## src/rtl/mem_bus_pkg.sv

```systemverilog
// ============================================================================
// mem_bus_pkg : shared types and lane helpers for the memory-access unit
// Rev 1.0
// ============================================================================
`default_nettype none

package mem_bus_pkg;

    typedef enum logic [1:0] {
        SZ_B = 2'b00,
        SZ_H = 2'b01,
        SZ_W = 2'b10,
        SZ_D = 2'b11
    } size_e;

    typedef enum logic [1:0] {
        IDLE  = 2'b00,
        BUS   = 2'b01,
        RESP  = 2'b10,
        FAULT = 2'b11
    } state_e;

    function automatic logic [3:0] size_bytes(input size_e s);
        return 4'(1) << s;
    endfunction

    // Eight lanes covers XLEN=64; narrower buses keep the low bits.
    function automatic logic [7:0] byte_enable(input size_e s, input logic [2:0] off);
        logic [15:0] m;
        m = (16'(1) << size_bytes(s)) - 16'd1;
        m = m << off;
        return m[7:0];
    endfunction

endpackage

`default_nettype wire

```

## src/rtl/mem_bus_unit_if.sv

```systemverilog
// ============================================================================
// mem_bus_unit_if : core request/response and memory bus signal bundle
// Rev 1.0
// ============================================================================
`default_nettype none

interface mem_bus_unit_if #(
    parameter int XLEN = 32
);
    logic              req;
    logic              we;
    logic [XLEN-1:0]   addr;
    logic [XLEN-1:0]   wdata;
    logic [1:0]        size;
    logic              sign;
    logic [XLEN-1:0]   rdata;
    logic              done;
    logic              err;
    logic              busy;
    logic              bus_valid;
    logic              bus_ready;
    logic              bus_we;
    logic [XLEN-1:0]   bus_addr;
    logic [XLEN/8-1:0] bus_be;
    logic [XLEN-1:0]   bus_wdata;
    logic [XLEN-1:0]   bus_rdata;
    logic              bus_err;

    modport slave (
        input  req, we, addr, wdata, size, sign, bus_ready, bus_rdata, bus_err,
        output rdata, done, err, busy, bus_valid, bus_we, bus_addr, bus_be, bus_wdata
    );

    modport master (
        output req, we, addr, wdata, size, sign, bus_ready, bus_rdata, bus_err,
        input  rdata, done, err, busy, bus_valid, bus_we, bus_addr, bus_be, bus_wdata
    );
endinterface

`default_nettype wire

```

## src/rtl/mem_bus_unit_load_extend.sv

```systemverilog
// ============================================================================
// load_extend : shift captured bus word down to the access lane, mask, extend
// Rev 1.0
// ============================================================================
`default_nettype none

module load_extend
    import mem_bus_pkg::*;
#(
    parameter int XLEN = 32
) (
    input  logic [XLEN-1:0]           data_i,
    input  logic [$clog2(XLEN/8)-1:0] off_i,
    input  size_e                     size_i,
    input  logic                      sign_i,
    output logic [XLEN-1:0]           data_o
);

    logic [XLEN-1:0] shifted;
    logic [XLEN-1:0] mask;
    logic [XLEN-1:0] top_bit;
    int unsigned     nbits;

    always_comb begin
        shifted = data_i >> {off_i, 3'b000};
        nbits   = 8 * int'(size_bytes(size_i));
        mask    = '1;
        top_bit = '0;
        data_o  = shifted;
        if (nbits < XLEN) begin
            mask    = (XLEN'(1) << nbits) - XLEN'(1);
            top_bit = XLEN'(1) << (nbits - 1);
            data_o  = (shifted & mask) | ((sign_i && |(shifted & top_bit)) ? ~mask : '0);
        end
    end

endmodule

`default_nettype wire

```

## src/rtl/mem_bus_unit.sv

```systemverilog
// ============================================================================
// mem_bus_unit : valid/ready memory-access unit with lane steering and timeout
// Rev 1.0
// ============================================================================
`default_nettype none

module mem_bus_unit
    import mem_bus_pkg::*;
#(
    parameter int XLEN           = 32,
    parameter int TIMEOUT_CYCLES = 255
) (
    input  logic          clk,
    input  logic          rst_n,
    mem_bus_unit_if.slave mem_io
);

    localparam int BYTES = XLEN / 8;
    localparam int OFFW  = $clog2(BYTES);
    localparam int CNTW  = (TIMEOUT_CYCLES > 0) ? $clog2(TIMEOUT_CYCLES + 1) : 1;
    localparam bit TO_EN = (TIMEOUT_CYCLES > 0);
    localparam logic [CNTW-1:0] TO_LAST = CNTW'((TIMEOUT_CYCLES > 0) ? TIMEOUT_CYCLES - 1 : 0);

    state_e            state_q, state_d;
    logic [CNTW-1:0]   cnt_q, cnt_d;
    logic [XLEN-1:0]   rdata_q, rdata_d;
    logic              err_q, err_d;
    logic              we_q, sign_q;
    size_e             size_q;
    logic [OFFW-1:0]   off_q;
    logic [XLEN-1:0]   addr_q, wdata_q;
    logic [BYTES-1:0]  be_q;

    logic              accept;
    size_e             req_size;
    logic [OFFW-1:0]   req_off;
    logic [OFFW-1:0]   req_amask;
    logic              req_ok;
    logic [BYTES-1:0]  req_be;
    logic [XLEN-1:0]   req_wdata;
    logic              timeout_hit;
    logic [XLEN-1:0]   ext_data;

    assign req_size  = size_e'(mem_io.size);
    assign req_off   = mem_io.addr[OFFW-1:0];
    assign req_amask = OFFW'(size_bytes(req_size) - 4'd1);
    // Double-word only exists on a 64-bit bus.
    assign req_ok    = ((req_off & req_amask) == '0) && !((req_size == SZ_D) && (XLEN == 32));
    assign req_be    = BYTES'(byte_enable(req_size, 3'(req_off)));
    assign req_wdata = mem_io.wdata << {req_off, 3'b000};
    assign timeout_hit = TO_EN && (cnt_q == TO_LAST);

    always_comb begin
        state_d = state_q;
        cnt_d   = cnt_q;
        rdata_d = rdata_q;
        err_d   = err_q;
        accept  = 1'b0;
        case (state_q)
            IDLE: begin
                if (mem_io.req) begin
                    accept  = 1'b1;
                    cnt_d   = '0;
                    state_d = req_ok ? BUS : FAULT;
                end
            end
            BUS: begin
                // A handshake in the last allowed cycle still completes normally.
                if (mem_io.bus_ready) begin
                    rdata_d = mem_io.bus_rdata;
                    err_d   = mem_io.bus_err;
                    state_d = RESP;
                end else if (timeout_hit) begin
                    rdata_d = '0;
                    err_d   = 1'b1;
                    state_d = RESP;
                end else if (cnt_q != '1) begin
                    cnt_d = cnt_q + CNTW'(1);
                end
            end
            RESP: begin
                cnt_d   = '0;
                state_d = IDLE;
            end
            FAULT:   state_d = IDLE;
            default: state_d = IDLE;
        endcase
    end

    always_ff @(posedge clk or negedge rst_n) begin
        if (!rst_n) begin
            state_q <= IDLE;
            cnt_q   <= '0;
            rdata_q <= '0;
            err_q   <= 1'b0;
        end else begin
            state_q <= state_d;
            cnt_q   <= cnt_d;
            rdata_q <= rdata_d;
            err_q   <= err_d;
        end
    end

    always_ff @(posedge clk or negedge rst_n) begin
        if (!rst_n) begin
            we_q    <= 1'b0;
            sign_q  <= 1'b0;
            size_q  <= SZ_B;
            off_q   <= '0;
            addr_q  <= '0;
            wdata_q <= '0;
            be_q    <= '0;
        end else if (accept) begin
            we_q    <= mem_io.we;
            sign_q  <= mem_io.sign;
            size_q  <= req_size;
            off_q   <= req_off;
            addr_q  <= {mem_io.addr[XLEN-1:OFFW], {OFFW{1'b0}}};
            wdata_q <= req_wdata;
            be_q    <= req_be;
        end
    end

    load_extend #(.XLEN(XLEN)) u_load_extend (
        .data_i (rdata_q),
        .off_i  (off_q),
        .size_i (size_q),
        .sign_i (sign_q),
        .data_o (ext_data)
    );

    assign mem_io.busy      = (state_q != IDLE);
    assign mem_io.bus_valid = (state_q == BUS);
    assign mem_io.done      = (state_q == RESP) || (state_q == FAULT);
    assign mem_io.err       = (state_q == FAULT) || ((state_q == RESP) && err_q);
    assign mem_io.rdata     = ((state_q == RESP) && !we_q) ? ext_data : '0;
    assign mem_io.bus_we    = we_q;
    assign mem_io.bus_addr  = addr_q;
    assign mem_io.bus_be    = be_q;
    assign mem_io.bus_wdata = wdata_q;

endmodule

`default_nettype wire

```

## src/flat_wrapper.sv

```systemverilog
// flat-port wrapper written by rule: the top's interface ports become plain ports
module mem_bus_unit_flat import mem_bus_pkg::*;
#(
    parameter int XLEN           = 32,
    parameter int TIMEOUT_CYCLES = 255
)
  (clk, rst_n, mem_io_req, mem_io_we, mem_io_addr, mem_io_wdata, mem_io_size, mem_io_sign, mem_io_bus_ready, mem_io_bus_rdata, mem_io_bus_err, mem_io_rdata, mem_io_done, mem_io_err, mem_io_busy, mem_io_bus_valid, mem_io_bus_we, mem_io_bus_addr, mem_io_bus_be, mem_io_bus_wdata);
  mem_bus_unit_if #(.XLEN(XLEN)) mem_io_i ();
  input  logic clk;
  input  logic rst_n;
  input wire logic [$bits(mem_io_i.req)-1:0] mem_io_req;
  input wire logic [$bits(mem_io_i.we)-1:0] mem_io_we;
  input wire logic [$bits(mem_io_i.addr)-1:0] mem_io_addr;
  input wire logic [$bits(mem_io_i.wdata)-1:0] mem_io_wdata;
  input wire logic [$bits(mem_io_i.size)-1:0] mem_io_size;
  input wire logic [$bits(mem_io_i.sign)-1:0] mem_io_sign;
  input wire logic [$bits(mem_io_i.bus_ready)-1:0] mem_io_bus_ready;
  input wire logic [$bits(mem_io_i.bus_rdata)-1:0] mem_io_bus_rdata;
  input wire logic [$bits(mem_io_i.bus_err)-1:0] mem_io_bus_err;
  output wire logic [$bits(mem_io_i.rdata)-1:0] mem_io_rdata;
  output wire logic [$bits(mem_io_i.done)-1:0] mem_io_done;
  output wire logic [$bits(mem_io_i.err)-1:0] mem_io_err;
  output wire logic [$bits(mem_io_i.busy)-1:0] mem_io_busy;
  output wire logic [$bits(mem_io_i.bus_valid)-1:0] mem_io_bus_valid;
  output wire logic [$bits(mem_io_i.bus_we)-1:0] mem_io_bus_we;
  output wire logic [$bits(mem_io_i.bus_addr)-1:0] mem_io_bus_addr;
  output wire logic [$bits(mem_io_i.bus_be)-1:0] mem_io_bus_be;
  output wire logic [$bits(mem_io_i.bus_wdata)-1:0] mem_io_bus_wdata;
  assign mem_io_i.req = mem_io_req;
  assign mem_io_i.we = mem_io_we;
  assign mem_io_i.addr = mem_io_addr;
  assign mem_io_i.wdata = mem_io_wdata;
  assign mem_io_i.size = mem_io_size;
  assign mem_io_i.sign = mem_io_sign;
  assign mem_io_i.bus_ready = mem_io_bus_ready;
  assign mem_io_i.bus_rdata = mem_io_bus_rdata;
  assign mem_io_i.bus_err = mem_io_bus_err;
  assign mem_io_rdata = mem_io_i.rdata;
  assign mem_io_done = mem_io_i.done;
  assign mem_io_err = mem_io_i.err;
  assign mem_io_busy = mem_io_i.busy;
  assign mem_io_bus_valid = mem_io_i.bus_valid;
  assign mem_io_bus_we = mem_io_i.bus_we;
  assign mem_io_bus_addr = mem_io_i.bus_addr;
  assign mem_io_bus_be = mem_io_i.bus_be;
  assign mem_io_bus_wdata = mem_io_i.bus_wdata;
  mem_bus_unit #(.XLEN(XLEN), .TIMEOUT_CYCLES(TIMEOUT_CYCLES)) u_core (.clk(clk), .rst_n(rst_n), .mem_io(mem_io_i));
endmodule
```

## config.mk

```make
export PLATFORM = sky130hd
export DESIGN_NAME = mem_bus_unit_flat
export DESIGN_NICKNAME = d
export VERILOG_FILES = /design/src/rtl/mem_bus_pkg.sv /design/src/rtl/mem_bus_unit_if.sv /design/src/rtl/mem_bus_unit_load_extend.sv /design/src/rtl/mem_bus_unit.sv /design/src/flat_wrapper.sv
export SDC_FILE = /design/constraint.sdc
export NUM_CORES = 1
export LEC_CHECK = 0
export ABC_AREA = 1
export ABC_CLOCK_PERIOD_IN_PS = 6400
export BUFFER_PORTS_ARGS = -buffer_cell sky130_fd_sc_hd__clkbuf_2
export CAP_MARGIN = 20
export CORE_MARGIN = 4
export CORE_UTILIZATION = 54
export CTS_CLUSTER_DIAMETER = 100
export DETAILED_ROUTE_END_ITERATION = 12
export HOLD_SLACK_MARGIN = 0.1
export PLACE_DENSITY = 0.86
export SLEW_MARGIN = 15
export SYNTH_ARGS = -nofsm -noshare
export SYNTH_HDL_FRONTEND = slang
export SYNTH_SLANG_ARGS = --single-unit
```

## constraint.sdc

```tcl
create_clock -name clk -period 6.4 [get_ports clk]
set_clock_uncertainty 0.1 [all_clocks]
set_input_delay 1.28 -clock clk [delete_from_list [all_inputs] [get_ports clk]]
set_output_delay 1.28 -clock clk [all_outputs]
set_load 0.02 [all_outputs]
```

## Word-level counts from Yosys, hierarchy flattened

Index checks and enable logic that the tools add are counted.

- Add/subtract/negate cells: 5
- Multipliers: 0
- Divide/modulo/power cells: 0
- $lt $le $gt $ge: 1
- Eq/ne operators: 11
- Shift operators: 8
- Multiplexer cells: 19
- Bitwise gates (word level): 5
- Reduce and logical (&&, ||, !) cells: 18

Operators by type and width:

| cell | count |
|---|---|
| $mux W32 | 5 |
| $and A32 B32 Y32 | 2 |
| $mux W8 | 4 |
| $not A32 Y32 | 1 |
| $or A32 B32 Y32 | 1 |
| $reduce_or A32 Y1 | 1 |
| $shl A1 B32 Y32 const A | 1 |
| $shl A1 B7 Y32 const A | 1 |
| $shl A32 B5 Y32 | 1 |
| $shr A32 B5 Y32 | 1 |
| $sub A32 B2 Y32 const B | 1 |
| $pmux W8 S3 | 1 |
| $shl A1 B4 Y16 const A | 1 |
| $shl A16 B2 Y4 | 1 |
| $sub A16 B1 Y16 const B | 1 |
| $add A8 B1 Y8 const B | 1 |
| $eq A8 B8 Y1 const B | 1 |
| $mux W2 | 4 |
| $ne A8 B8 Y1 const B | 1 |
| $shl A1 B2 Y4 const A | 2 |
| $sub A7 B1 Y8 const B | 1 |
| $lt A7 B6 Y1 const B | 1 |
| $eq A2 B2 Y1 const B | 3 |
| $ne A2 B2 Y1 const B | 3 |
| other kinds (16) | 27 |

- Flip-flop bits (word level): 115
- Latch bits: 0
- Bits in writable memories: 0
- Bits in read-only memories: 0
- Input bits: 105
- Output and inout bits: 105
- Word-level logic and storage cells: 78
- Memories kept: 0

## Longest topological paths before layout

- Word-level depth: 10
- Mapped depth: 13
- Gate-level depth less buffers: 13

## Cells and area by module

From an unflattened synthesis, not the netlist that was laid out.

- Cell total of the unflattened synthesis: 860
- Area total of the unflattened synthesis: 6182.2 µm²

By module, submodules not included:

| module | instances | cells each | area each (µm²) | sequential area each (µm²) |
|---|---|---|---|---|
| mem_bus_unit | 1 | 686 | 5342.6 | 2877.8 |
| load_extend | 1 | 174 | 839.6 | 0.0 |

## Least setup slack after synthesis

OpenSTA, ideal clock, no wires.

- Path kind: register to output
- Start: register u_core.size_q[1]
- End: output mem_io_rdata[17]
- Data arrival time: 2.092 ns
- Required time: 5.020 ns
- Slack: 2.928 ns
- Cell stages (with the launch flop): 11
- Buffers on the path: 0
- Cell sequence: dfrtp_1 -> nor2_2 -> clkinv_1 -> ha_1 -> inv_1 -> nand2_1 -> nand2_1 -> nand2_1 -> nand2_2 -> nand3_1 -> a21oi_1

- Longest elaborated chain between the ends: 10
- Elaborated cells on any way between the ends: 15
- Classes of those cells: 2 x add/sub; 1 x order compare; 3 x shift; 3 x mux; 4 x bitwise; 2 x reduce/logical

Ends and longest elaborated chain:

| element | line | source |
|---|---|---|
| start: declaration | mem_bus_unit.sv:29 | `size_e size_q;` |
| start signal: assignment | mem_bus_unit.sv:116 | `size_q <= req_size;` |
| $shl A1 B2 Y4 * | mem_bus_pkg.sv:24 | `return 4'(1) << s;` |
| $sub A7 B1 Y8 | mem_bus_unit_load_extend.sv:32 | `top_bit = XLEN'(1) << (nbits - 1);` |
| $shl A1 B32 Y32 | mem_bus_unit_load_extend.sv:32 |  |
| $and A32 B32 Y32 | mem_bus_unit_load_extend.sv:33 | `data_o = (shifted & mask) \| ((sign_i && \|(shifted & top_bit)) ? ~mask : '0);` |
| $reduce_or A32 Y1 | mem_bus_unit_load_extend.sv:33 |  |
| $logic_and A1 B1 Y1 | mem_bus_unit_load_extend.sv:33 |  |
| $mux W32 | mem_bus_unit_load_extend.sv:33 |  |
| $or A32 B32 Y32 | mem_bus_unit_load_extend.sv:33 |  |
| $mux W32 * | mem_bus_unit_load_extend.sv:30 | `if (nbits < XLEN) begin` |
| $mux W32 * | mem_bus_unit.sv:136 | `assign mem_io.rdata = ((state_q == RESP) && !we_q) ? ext_data : '0;` |
| end: declaration | flat_wrapper.sv:20 | `output wire logic [$bits(mem_io_i.rdata)-1:0] mem_io_rdata;` |

Every way passes the cells marked *; elsewhere a longest branch is shown, timed or not.

## Final worst setup path

- Start: register u_core.size_q[1]
- End: output mem_io_rdata[21]

Same word-level chain as after synthesis.

==> run_results.csv <==
group,metric,value,unit
place,dpl.cell_count,1009,
timing,max_freq,0.221,GHz
synthesis,synthArstFlopShare,100,%
cells_and_area,drive_gt1_share,30.4,%
cells_and_area,numnets_final,1000,
routing,wire_per_inst,15.9,microns
synthesis,seq_area_frac_synth,49.9,%
cells_and_area,stdcell_area,7360,sq um
global_routing,grt_first_pass_wirelength,27100,microns
timing,worst_slew_pin_slew,0.973,ns
routing,avgViaCountPerCell,5.41,
clock_tree,post_cts.resized_instances,0,
routing,antenna_left,0,
worst_setup_path,critPathMaxFanout,13,
floorplan,floorplan.die.width,111,microns
place,io_buffers,207,
synthesis,synthDistinctLibCells,38,
job,max-cap-violations,0,
worst_hold_path,hold_path.class,"flip-flop to flip-flop",
floorplan,start_util,55.6,%
worst_setup_path,worstSetupPathType,"flip-flop to output pin",
clock_tree,clock_root_buffer_master,"sky130_fd_sc_hd__clkbuf_8",
timing,setup_viol,0,
clock_tree,cts_setup_buffers,0,
cells_and_area,top_library_cells_by_usage_in_the_layout_fill_and_taps_aside,"sky130_fd_sc_hd__nand2_1, sky130_fd_sc_hd__clkbuf_2, sky130_fd_sc_hd__dfrtp_1, sky130_fd_sc_hd__o21ai_0, sky130_fd_sc_hd__nor2_1",
power_and_ir_drop,p_per_area,528,nW/um^2
place,routabilityCongestion,0.890,
cells_and_area,fin_cells,1041,
synthesis,synth_enable_flop_cells,0,
timing,fin_tns_setup,0,ns
synthesis,postSynthCellCount,702,
global_routing,via_count_of_the_first_global_routing_pass,5522,
place,post-dp-hpwl,11600,microns
place,dpl-instance-area,6760,sq um
timing,timing.final.crit_period,4.52,ns
cells_and_area,most_common_cell_after_layout_fill_and_taps_aside,"sky130_fd_sc_hd__nand2_1",
floorplan,die_h,111,microns
routing,drt-pass1-iter-count,6,
timing,period_share,70.6,%
clock_tree,numClockSinks,115,
floorplan,boundaryPins,210,
clock_tree,cts_inserted_buffers,17,
floorplan,rows,37,
synthesis,synth.cell_area,5770,sq um
outcome,status,"finished, final reports clean",
routing,initialDrtViolationCount,548,
timing,finalHoldViolations,0,
timing,grt_setup_unrepaired,"false",
timing,timing.final.ws_setup,1.88,ns
clock_tree,insertion_delay_to_the_later_sink_of_the_worst_skew_pair,0.50,ns
synthesis,postSynthAreaPerCell,8.21,sq um
worst_setup_path,end_kind,"output pin",
global_routing,grt-ovfl-total,0,
clock_tree,cts_clock_pin_slew_for_the_worst_setup_and_hold_paths,0.06,ns
clock_tree,tritoncts_clock_tree,"done",
timing,slew-limit-headroom,35.1,%
timing,drv_slew,0,
worst_setup_path,cp_data_required_time,5.02,ns
global_routing,grt_antenna_before_repair,0,
clock_tree,clock_tree.htree_level_count,4,
clock_tree,cts_hold_buffers,0,
routing,drc,0,
worst_setup_path,cp_data_arrival_time,3.14,ns
routing,detailroute.via_count,5628,
power_and_ir_drop,ir_drop,0.299,mV
synthesis,yosys_most_used_dff,"sky130_fd_sc_hd__dfrtp_1",
synthesis,yosys_register_bits,115,
synthesis,synth.yosys.warnings,0,
routing,finalWirelength,16600,microns
floorplan,dieArea,12400,sq um
global_routing,global_route.usage.total,26.8,%
cells_and_area,area_growth_syn_to_layout,27.7,%
worst_setup_path,startpoint_type,"flip-flop",
clock_tree,maximum_count_of_clock_buffers_along_a_single_path,2,
power_and_ir_drop,static-leakage-power,3.97,nW
place,place_ws,2.51,ns
global_routing,grt_start_max_net_pins,77,
floorplan,floorplan.core_area,10400,sq um
cells_and_area,antenna-diode-count,0,
-- path summary, 6_finish.rpt --
path	slack (ns)	cells after the start	to	startpoint
hold / removal	0.38	2	u_core.mem_io.bus_addr[2]$_DFFE_PN0P_	u_core.mem_io.bus_addr[2]$_DFFE_PN0P_
setup / recovery	1.88	11	mem_io_rdata[21]	u_core.size_q[1]$_DFFE_PN0P_
min in group asynchronous	0.83	1	u_core.cnt_q[3]$_DFFE_PN0P_	rst_n
setup reg to reg	3.86	6	u_core.mem_io.bus_wdata[27]$_DFFE_PN0P_	u_core.state_q[1]$_DFFE_PN0P_
hold reg to reg	0.38	2	u_core.mem_io.bus_addr[2]$_DFFE_PN0P_	u_core.mem_io.bus_addr[2]$_DFFE_PN0P_
max in group asynchronous	4.28	2	u_core.mem_io.bus_wdata[15]$_DFFE_PN0P_	rst_n
-- cell type report --
class	instances	area [sq um]
clock inverters	12	155
multi-input cells	494	2450
well taps	136	170
fillers	840	3010
flip-flops and latches	115	2880
repair buffers	209	1050
clock buffers	20	445
inverters	55	206
-- registers in the layout (all words and copies together) (netlist names) --
| signal | flops |
|---|---|
| u_core.cnt_q | 8 |
| u_core.mem_io.bus_be | 4 |
| u_core.off_q | 2 |
| u_core.mem_io.bus_addr | 30 |
| u_core.state_q | 2 |
| u_core.size_q | 2 |
| u_core.err_q | 1 |
| u_core.sign_q | 1 |
| u_core.mem_io.bus_wdata | 32 |
| u_core.mem_io.bus_we | 1 |
| u_core.rdata_q | 32 |
-- cells in the mapped netlist, types with 2 or more instances --
cell type	instances	share of area (%)
sky130_fd_sc_hd__inv_1	47	3.1
sky130_fd_sc_hd__nand2_2	4	0.43
sky130_fd_sc_hd__a31oi_1	7	0.76
sky130_fd_sc_hd__ha_1	3	0.65
sky130_fd_sc_hd__buf_2	13	1.1
sky130_fd_sc_hd__nor2_4	2	0.39
sky130_fd_sc_hd__mux2i_1	5	0.87
sky130_fd_sc_hd__a22o_1	13	2.0
sky130_fd_sc_hd__buf_6	7	1.4
sky130_fd_sc_hd__dfrtp_1	115	50
sky130_fd_sc_hd__buf_4	4	0.52
sky130_fd_sc_hd__clkbuf_1	12	0.78
sky130_fd_sc_hd__nand2_4	2	0.39
sky130_fd_sc_hd__or2_2	3	0.33
sky130_fd_sc_hd__a21oi_1	34	3.0
sky130_fd_sc_hd__nand2_1	230	15
sky130_fd_sc_hd__o221ai_1	15	2.3
sky130_fd_sc_hd__o32ai_1	6	0.91
sky130_fd_sc_hd__o21ai_0	78	6.8
sky130_fd_sc_hd__nor2_2	2	0.22
sky130_fd_sc_hd__xor2_1	3	0.46
sky130_fd_sc_hd__nand3_1	10	0.87
sky130_fd_sc_hd__clkbuf_2	2	0.17
sky130_fd_sc_hd__a22o_2	12	2.1
sky130_fd_sc_hd__nand4_1	2	0.22
sky130_fd_sc_hd__nor2_1	52	3.4
sky130_fd_sc_hd__inv_2	7	0.46
sky130_fd_sc_hd__nor3_1	2	0.17
-- kinds of logic (layout without fill, tap and decap cells) --
group,count (synthesis),after routing,share of synthesized area (%)
and+or+nand+nor,313,313,22.3
adders and majority gates,3,3,0.651
buffers and inverters,94,296,7.62
muxes,5,5,0.868
other,1,2,0.0650
xor gates and xnor gates,3,3,0.456
DFF,115,115,49.9
AOI/OAI and AO/OA,168,168,18.1
-- stage by stage --
| stage | hold WS, ns | util [%] | total power [mW] |
|---|---|---|---|
| after floorplan | 0.366 | - | 2.41 |
| after global placement | 0.361 | 65.2 | 2.88 |
| after detailed placement | 0.366 | 65.2 | 2.91 |
| after CTS | 0.384 | 71.0 | 3.89 |
| after global routing | 0.407 | 71.0 | 4.15 |
| final | 0.381 | 71.0 | 3.89 |
-- worst max-delay path: stages, from the launching register on --
cell and delay [ns]:
sky130_fd_sc_hd__dfrtp_1 0.49, sky130_fd_sc_hd__nor2_2 0.39, sky130_fd_sc_hd__clkinv_1 0.35, sky130_fd_sc_hd__ha_1 0.38
sky130_fd_sc_hd__inv_1 0.05, sky130_fd_sc_hd__nand2_1 0.05, sky130_fd_sc_hd__nand2_1 0.06, sky130_fd_sc_hd__nand2_1 0.05
sky130_fd_sc_hd__nand2_2 0.11, sky130_fd_sc_hd__nand3_1 0.25, sky130_fd_sc_hd__a21oi_1 0.24, sky130_fd_sc_hd__clkbuf_2 0.20
-- power breakdown --
group / total (mW) / internal, mW / switching (mW)
Sequential: 1.32 / 1.05 / 0.273
Combinational: 1.62 / 0.529 / 1.09
Clock: 0.952 / 0.614 / 0.338
Total: 3.89 / 2.19 / 1.70
-- layer usage --
| metal | GRT usage [%] | share of wire, % | vias up |
|---|---|---|---|
| met5 | 0 | 0 | - |
| met4 | 7.95 | 1.9 | 0 |
| met3 | 7.01 | 7.7 | 32 |
| met2 | 42.4 | 49 | 248 |
| met1 | 36.8 | 42 | 2655 |
| li1 | - | - | 2693 |
Power figures use the tool's default switching activity.
